==> config.mk <==
export PLATFORM = sky130hd
export DESIGN_NAME = alert_responder
export DESIGN_NICKNAME = d
export VERILOG_FILES = /design/src/rtl/alert_responder.sv
export SDC_FILE = /design/constraint.sdc
export NUM_CORES = 1
export LEC_CHECK = 0
export BUFFER_PORTS_ARGS = -buffer_cell sky130_fd_sc_hd__buf_4
export CELL_PAD_IN_SITES_DETAIL_PLACEMENT = 0
export CELL_PAD_IN_SITES_GLOBAL_PLACEMENT = 2
export CORE_MARGIN = 5
export CORE_UTILIZATION = 40
export DETAILED_ROUTE_END_ITERATION = 10
export GPL_TIMING_DRIVEN = 0
export PLACE_DENSITY = 0.79
export SLEW_MARGIN = 25
export SYNTH_ARGS = -nofsm -noshare
export SYNTH_HDL_FRONTEND = slang
export SYNTH_SLANG_ARGS = --single-unit
==> constraint.sdc <==
create_clock -name clk -period 3.92 [get_ports clk]
set_input_delay 0.588 -clock clk [delete_from_list [all_inputs] [get_ports clk]]
set_output_delay 0.588 -clock clk [all_outputs]
set_load 0.02 [all_outputs]
==> src/rtl/alert_responder.sv <==
// Alert responder: turns warning/emergency levels into buzzer, indicator, hazard and brake requests.
// Optional event logging (warn_events/alarm_events) is enabled by defining ALERT_LOG_EN.
module alert_responder #(
  parameter int BEEP_HALF  = 4,
  parameter int ESC_CYC    = 32,
  parameter int SNOOZE_CYC = 64,
  parameter int BRAKE_DLY  = 16,
  parameter int CNT_W      = 8
) (
  input  logic       clk,
  input  logic       rst,
  input  logic       warning,
  input  logic       emergency,
  input  logic       driver_ack,
  output logic       buzzer,
  output logic       led_amber,
  output logic       led_red,
  output logic       hazard,
  output logic       brake_req,
  output logic [2:0] state_o
`ifdef ALERT_LOG_EN
  ,
  output logic [7:0] warn_events,
  output logic [7:0] alarm_events
`endif
);

  typedef enum logic [2:0] {
    IDLE   = 3'd0,
    WARN   = 3'd1,
    SNOOZE = 3'd2,
    ALARM  = 3'd3,
    BRAKE  = 3'd4
  } state_t;

  localparam logic [CNT_W-1:0] BEEP_TC = CNT_W'(BEEP_HALF - 1);
  localparam logic [CNT_W-1:0] ESC_TC  = CNT_W'(ESC_CYC - 1);
  localparam logic [CNT_W-1:0] SNZ_TC  = CNT_W'(SNOOZE_CYC - 1);
  localparam logic [CNT_W-1:0] BRK_TC  = CNT_W'(BRAKE_DLY - 1);

  state_t           state, state_n;
  logic [CNT_W-1:0] beep_cnt, esc_cnt, snz_cnt, brk_cnt;
  logic             beep_phase;
  logic             ack_prev, ack_pulse;
  logic             stay_warn, stay_snz, stay_alarm;

  assign ack_pulse  = driver_ack & ~ack_prev;
  assign stay_warn  = (state == WARN)   && (state_n == WARN);
  assign stay_snz   = (state == SNOOZE) && (state_n == SNOOZE);
  assign stay_alarm = (state == ALARM)  && (state_n == ALARM);

  always_comb begin
    state_n = IDLE;
    case (state)
      IDLE: begin
        if (emergency)    state_n = ALARM;
        else if (warning) state_n = WARN;
        else              state_n = IDLE;
      end
      WARN: begin
        if (emergency)              state_n = ALARM;
        else if (!warning)          state_n = IDLE;
        else if (ack_pulse)         state_n = SNOOZE;
        else if (esc_cnt == ESC_TC) state_n = ALARM;
        else                        state_n = WARN;
      end
      SNOOZE: begin
        if (emergency)              state_n = ALARM;
        else if (!warning)          state_n = IDLE;
        else if (snz_cnt == SNZ_TC) state_n = WARN;
        else                        state_n = SNOOZE;
      end
      ALARM: begin
        if (ack_pulse && !emergency) state_n = IDLE;
        else if (brk_cnt == BRK_TC)  state_n = BRAKE;
        else                         state_n = ALARM;
      end
      BRAKE: begin
        if (ack_pulse && !emergency) state_n = IDLE;
        else                         state_n = BRAKE;
      end
      default: state_n = IDLE;
    endcase
  end

  // Every timer clears whenever its state is entered or left, so idle timers sit at 0.
  always_ff @(posedge clk) begin
    if (rst) begin
      state      <= IDLE;
      ack_prev   <= 1'b0;
      beep_cnt   <= '0;
      beep_phase <= 1'b0;
      esc_cnt    <= '0;
      snz_cnt    <= '0;
      brk_cnt    <= '0;
    end else begin
      state    <= state_n;
      ack_prev <= driver_ack;
      if (stay_warn) begin
        esc_cnt <= (esc_cnt == ESC_TC) ? esc_cnt : esc_cnt + 1'b1;
        if (beep_cnt == BEEP_TC) begin
          beep_cnt   <= '0;
          beep_phase <= ~beep_phase;
        end else begin
          beep_cnt <= beep_cnt + 1'b1;
        end
      end else begin
        esc_cnt    <= '0;
        beep_cnt   <= '0;
        beep_phase <= (state_n == WARN);
      end
      snz_cnt <= stay_snz ? ((snz_cnt == SNZ_TC) ? snz_cnt : snz_cnt + 1'b1) : '0;
      brk_cnt <= stay_alarm ? ((brk_cnt == BRK_TC) ? brk_cnt : brk_cnt + 1'b1) : '0;
    end
  end

  always_comb begin
    buzzer    = 1'b0;
    led_amber = 1'b0;
    led_red   = 1'b0;
    hazard    = 1'b0;
    brake_req = 1'b0;
    case (state)
      WARN: begin
        led_amber = 1'b1;
        buzzer    = beep_phase;
      end
      SNOOZE: led_amber = 1'b1;
      ALARM: begin
        buzzer  = 1'b1;
        led_red = 1'b1;
        hazard  = 1'b1;
      end
      BRAKE: begin
        buzzer    = 1'b1;
        led_red   = 1'b1;
        hazard    = 1'b1;
        brake_req = 1'b1;
      end
      default: ;
    endcase
  end

  assign state_o = state;

`ifdef ALERT_LOG_EN
  always_ff @(posedge clk) begin
    if (rst) begin
      warn_events  <= 8'd0;
      alarm_events <= 8'd0;
    end else begin
      if (state == IDLE && state_n == WARN && warn_events != 8'hFF)
        warn_events <= warn_events + 8'd1;
      if (state != ALARM && state_n == ALARM && alarm_events != 8'hFF)
        alarm_events <= alarm_events + 8'd1;
    end
  end
`endif

endmodule

Word-level counts from Yosys, hierarchy flattened
Cells that the tools add are included.
- $add $sub $neg: 4
- equal/unequal tests: 12
- mux-type cells: 19
- bitwise operators: 6
- reduce and logical (&&, ||, !) cells: 12
- operators with widths (kind ; count):
    adder 8 x 1 -> 8 bit (second input constant) ; 4
    2-to-1 mux 2 bit ; 8
    case mux 3 bit (5 select lines) ; 1
    equality test 3 x 2 -> 1 bit (second input constant) ; 4
    OR reduction 2 bit ; 5
    2-to-1 mux 3 bit ; 3
    equality test 8 x 2 -> 1 bit (second input constant) ; 1
    equality test 8 x 4 -> 1 bit (second input constant) ; 1
    equality test 8 x 5 -> 1 bit (second input constant) ; 1
    equality test 8 x 6 -> 1 bit (second input constant) ; 1
    equality test 3 x 1 -> 1 bit (second input constant) ; 2
    2-to-1 mux 1 bit ; 6
    NOT 1 bit ; 5
    logical AND 1 bit ; 4
    equality test 3 bit (second input constant) ; 1
    logical NOT 3 bit ; 1
    OR reduction 3 bit ; 1
    inequality test 2 x 1 -> 1 bit (second input constant) ; 1
    case mux 1 bit (2 select lines) ; 1
    AND 1 bit ; 1
    logical NOT 1 bit ; 1
- bits in registers: 37
- input port bits: 5
- logic and storage cells: 60

Depth between registers and ports, before layout
- depth after elaboration: 10
- mapped depth: 7
- mapped depth without buffers: 5

Least setup slack after synthesis
OpenSTA, ideal clock, no wires.
- path kind: reg-to-output
- from: reg state[2], in the netlist state_o[2]
- to: out led_red
- arrival time: 1391 ps
- path slack: 1941 ps
- cell stages (with the launch flop): 5
- cell sequence: dfxtp_1 -> inv_1 -> or3_1 -> nand2_1 -> buf_4
- cells in the longest elaborated chain, start to end: 3
- elaborated cells between the ends (all ways): 4
- RTL lines (element ; line ; text):
    start, declared ; 41 ; state_t state, state_n;
    start signal, assigned ; 97 ; state <= state_n;
    equality test 3 x 2 -> 1 bit or equality test 3 bit (tied branches) ; - ;
    OR reduction 2 bit (no line) (*) ; - ;
    2-to-1 mux 1 bit (*) ; - ;
    end, declared ; 17 ; output logic led_red,
Every way passes the cells marked *; elsewhere a longest branch is shown, timed or not.

Worst setup path after layout
- from: reg state[2], in the netlist state_o[2]
- to: out led_red
- cells in the longest elaborated chain, start to end: 3
- elaborated cells between the ends (all ways): 4
- RTL lines (element ; line ; text):
    equality test 3 x 2 -> 1 bit or equality test 3 bit (tied branches) ; 123 ; case (state)
    OR reduction 2 bit (no line) (*) ; - ;
    2-to-1 mux 1 bit (*) ; 123 ;
Marks and branches as above.

==> results.txt <==
The cell area that synthesis handed to floorplanning was about 0.0019 sq mm. Setup slack closes at 1.693 ns. After synthesis, flip-flops and latches occupy 39.15% of the total area. The arrival time of the worst setup path is about 1.6 ns. STA puts the critical path data required time at between 3 and 4 ns. The gate count of the mapped netlist is 206.

Setup violations remaining at the end of the flow were counted as 0. The core region is around 0.0047 sq mm. The maximum fanout along the worst path is 9. The total congestion overflow came out at 0.

The cell count of the worst hold path is 1. The power per cell area is roughly 340 mW/mm^2. The fraction of synthesized cell area taken by the top area cell type came out at 39.15%. The synthesized design spends more area on one cell type than any other, namely sky130_fd_sc_hd__dfxtp_1. The maximum clock frequency came out at between 400 and 500 MHz. The setup slack of the worst register-to-register path came out at roughly 1.8 ns. After synthesis, the most frequently instantiated cells are sky130_fd_sc_hd__dfxtp_1, sky130_fd_sc_hd__nor3_1, sky130_fd_sc_hd__nand2_1, sky130_fd_sc_hd__nor2_1, sky130_fd_sc_hd__xor2_1. The total track usage is between 10 and 15%. The synthesized design contains 37 register bits.

The width of the die is between 70 and 80 um. Counting flops with an async set or reset pin after synthesis yields a share of 0%. The startpoint identified for the worst register-to-register timing path is brk_cnt[0]. The root buffer cell chosen for the clock tree is sky130_fd_sc_hd__clkbuf_8.

The final worst clock skew is ~0.0057 ns. In this run the core area contains 25 standard-cell rows. The flow ran to the end, and the final reports show no timing, DRC or antenna violations. The routed design has 4.026 mm of wire. The path type of the worst min-delay path is flip-flop to flip-flop. The post-placement setup slack came out at roughly 1.6 ns. The antenna diode count came out at 0. During I/O placement, the number of pins put on the boundary was 13. The relative slew slack came out at 63.59%.

The number of buffers on the longest clock path came out at 2. Hold timing on the final database bottoms out at a slack of 0.4537 ns. Detailed placement ended at an HPWL of ~3 mm. Using the TritonRoute via totals, the vias-per-cell ratio works out to about 5.4. The endpoint of the worst register-to-register path is beep_phase. The die covers ~0.0062 sq mm. The routed wirelength normalized by instance count is roughly 14 um. The routed design could run at a clock period as short as 2.227 ns.

The final-report max-slew violation count came out at 0. The worst setup path is launched from a flip-flop. The overall power consumption came out at between 700 and 800 uW. The setup path with the least slack is of type flip-flop to output port. Setup total negative slack on the finished layout was measured at 0 ns. The kind of end point of the critical path is an output port. The total nets after synthesis is 215.

The first global-routing pass estimated 6.803 mm of wire. The number of buffers inserted by port buffering is 12. The endpoint of the worst hold path is brk_cnt[0]. CTS built an H-tree with a depth of 2. TritonCTS created 5 clock buffers. The final estimated routing congestion in global placement is just under 0.8. The hold violation total from the final report came out at 0. The final clock period utilization by the worst path came out at a little under three fifths. The detailed-routing iteration count for the pre-antenna-repair pass is 4.

The total of max-cap violations is 0. The number of warning messages in the yosys log is 0. The transition time at the pin with the least slew margin came out at ~0.55 ns.

CTS saw 37 sinks. Setup repair after global routing left no endpoint under its margin. In the final layout, flip-flops and latches occupy ~740 sq um. TritonCTS built the clock tree. The effective utilization at floorplan is between 40% and 50%. The number of enable-type register cells in the synthesized netlist is 0. The area occupied by multi-input gates came out at around 0.0011 sq mm. The startpoint identified for the worst hold timing path is brk_cnt[0].

The via count of the first global-routing pass was 1448. After synthesis, the cell types taking the most area are sky130_fd_sc_hd__dfxtp_1, sky130_fd_sc_hd__nor3_1, sky130_fd_sc_hd__xor2_1. By instance count, the leading cell after synthesis is sky130_fd_sc_hd__dfxtp_1. The critical path starts at state_o[2]. The clock latency reported for the late side of the worst-skew pair came out at between 0.2 and 0.3 ns. The post-layout net count is 234. For this block, the initial DRC count from the detailed router was 96. The remaining routing DRC violations came out at 0. The mean instance size in the synthesized netlist is between 9 and 10 sq um.

The peak supply drop is 0.1388 mV. The number of hold buffers added after CTS came out at 0. The number of gates resized after CTS is 0. The worst reg-to-reg path cell count came out at 7. The reported leakage power is 0.7454 nW. The post-route netlist has between 10% and 20% of its cells at a drive strength greater than 1. The post-detailed-route count of antenna-violating nets is 0. The primary flip-flop cell chosen by synthesis mapping is sky130_fd_sc_hd__dfxtp_1.

The largest net degree at the start of global routing is 11. Across all layers, the routed design uses approximately 1500 vias. The count of fill cells added during filler insertion is between 400 and 500.

From bottom edge to top edge, the die measures 78.77 um. The buffers inserted during post-CTS setup optimization is 0. Synthesis instantiated just over 50 different standard cells from the library. The growth of design area from synthesis to finish is 12.90%. The initial antenna violation count came to 0.

Clock-pin slew was measured on the worst setup and hold paths at about 0.060 ns.
==> per-layer routing <==
| layer | global-route usage [%] | routed length, um | share of wire (%) |
|---|---|---|---|
| met1 | 18.15 | 2048 | 51 |
| met2 | 20.97 | 1740 | 43 |
| met3 | 4.082 | 168 | 4.2 |
| met4 | 6.119 | 68 | 1.7 |
| met5 | 0 | 0 | 0 |
==> power breakdown <==
group,internal [mW],switching (mW),leakage [nW]
registers,0.381,0.00364,0.299
clock network,0.139,0.123,0.0443
logic,0.0366,0.0539,0.402
total,0.556,0.180,0.745
==> worst max path at each step <==
| stage | end | cells past startpoint |
|---|---|---|
| after floorplan | led_red | 4 |
| after detailed placement | esc_cnt[1] | 6 |
| after CTS | led_red | 5 |
| after global routing | led_red | 5 |
| after global placement | esc_cnt[4] | 6 |
| final | led_red | 5 |
==> cells by family after synthesis <==
logic type	synth area share (%)
XOR/XNOR	9.722
multiplexers	1.058
AND/OR/NAND/NOR	30.36
AO/OA/AOI/OAI	14.09
adder cells (fa/ha/maj)	2.646
flip-flops	39.15
buffers and inverters	2.975
==> per-stage QoR <==
step,area (sq um),std cells,utilization [%]
floorplan,1892,206,-
detailed placement,2049,272,43.97
global placement,2049,272,43.97
finish,2136,279,45.83
CTS,2136,279,45.83
global route,2136,279,45.83
==> worst max-delay path, cell delays in order (launching register included) <==
cell,delay [ns]
sky130_fd_sc_hd__dfxtp_1,0.49
sky130_fd_sc_hd__inv_1,0.14
sky130_fd_sc_hd__or3_1,0.39
sky130_fd_sc_hd__nand2_1,0.10
sky130_fd_sc_hd__buf_4,0.10
sky130_fd_sc_hd__buf_4,0.12
==> cell usage in the layout, fill, tap and decap left out, types with 4 or more instances in the layout <==
| cell | instances |
|---|---|
| sky130_fd_sc_hd__dfxtp_1 | 37 |
| sky130_fd_sc_hd__nor3_1 | 23 |
| sky130_fd_sc_hd__nand2_1 | 16 |
| sky130_fd_sc_hd__nor2_1 | 16 |
| sky130_fd_sc_hd__buf_4 | 15 |
| sky130_fd_sc_hd__xor2_1 | 11 |
| sky130_fd_sc_hd__xnor2_1 | 10 |
| sky130_fd_sc_hd__nand3_1 | 9 |
| sky130_fd_sc_hd__o21ai_0 | 7 |
| sky130_fd_sc_hd__clkbuf_8 | 6 |
| sky130_fd_sc_hd__and3_1 | 5 |
| sky130_fd_sc_hd__inv_1 | 4 |
| sky130_fd_sc_hd__nor4b_1 | 4 |
| sky130_fd_sc_hd__a211oi_1 | 4 |
| sky130_fd_sc_hd__a21oi_1 | 4 |
| sky130_fd_sc_hd__ha_1 | 4 |
==> state kept, by name, summed over array words and instances (netlist names) <==
name and flops:
ack_prev 1, beep_cnt 8, beep_phase 1, brk_cnt 8
esc_cnt 8, snz_cnt 8, state_o 3
==> cell type report <==
| class | instances | area share, % |
|---|---|---|
| repair buffers | 12 | 4.218 |
| plain buffers | 7 | 1.933 |
| multi-input cells | 158 | 51.26 |
| flip-flops and latches | 37 | 34.68 |
| clock buffers | 7 | 4.042 |
| inverters | 4 | 0.7030 |
| well taps | 54 | 3.163 |
(Power assumes the default switching activity.)
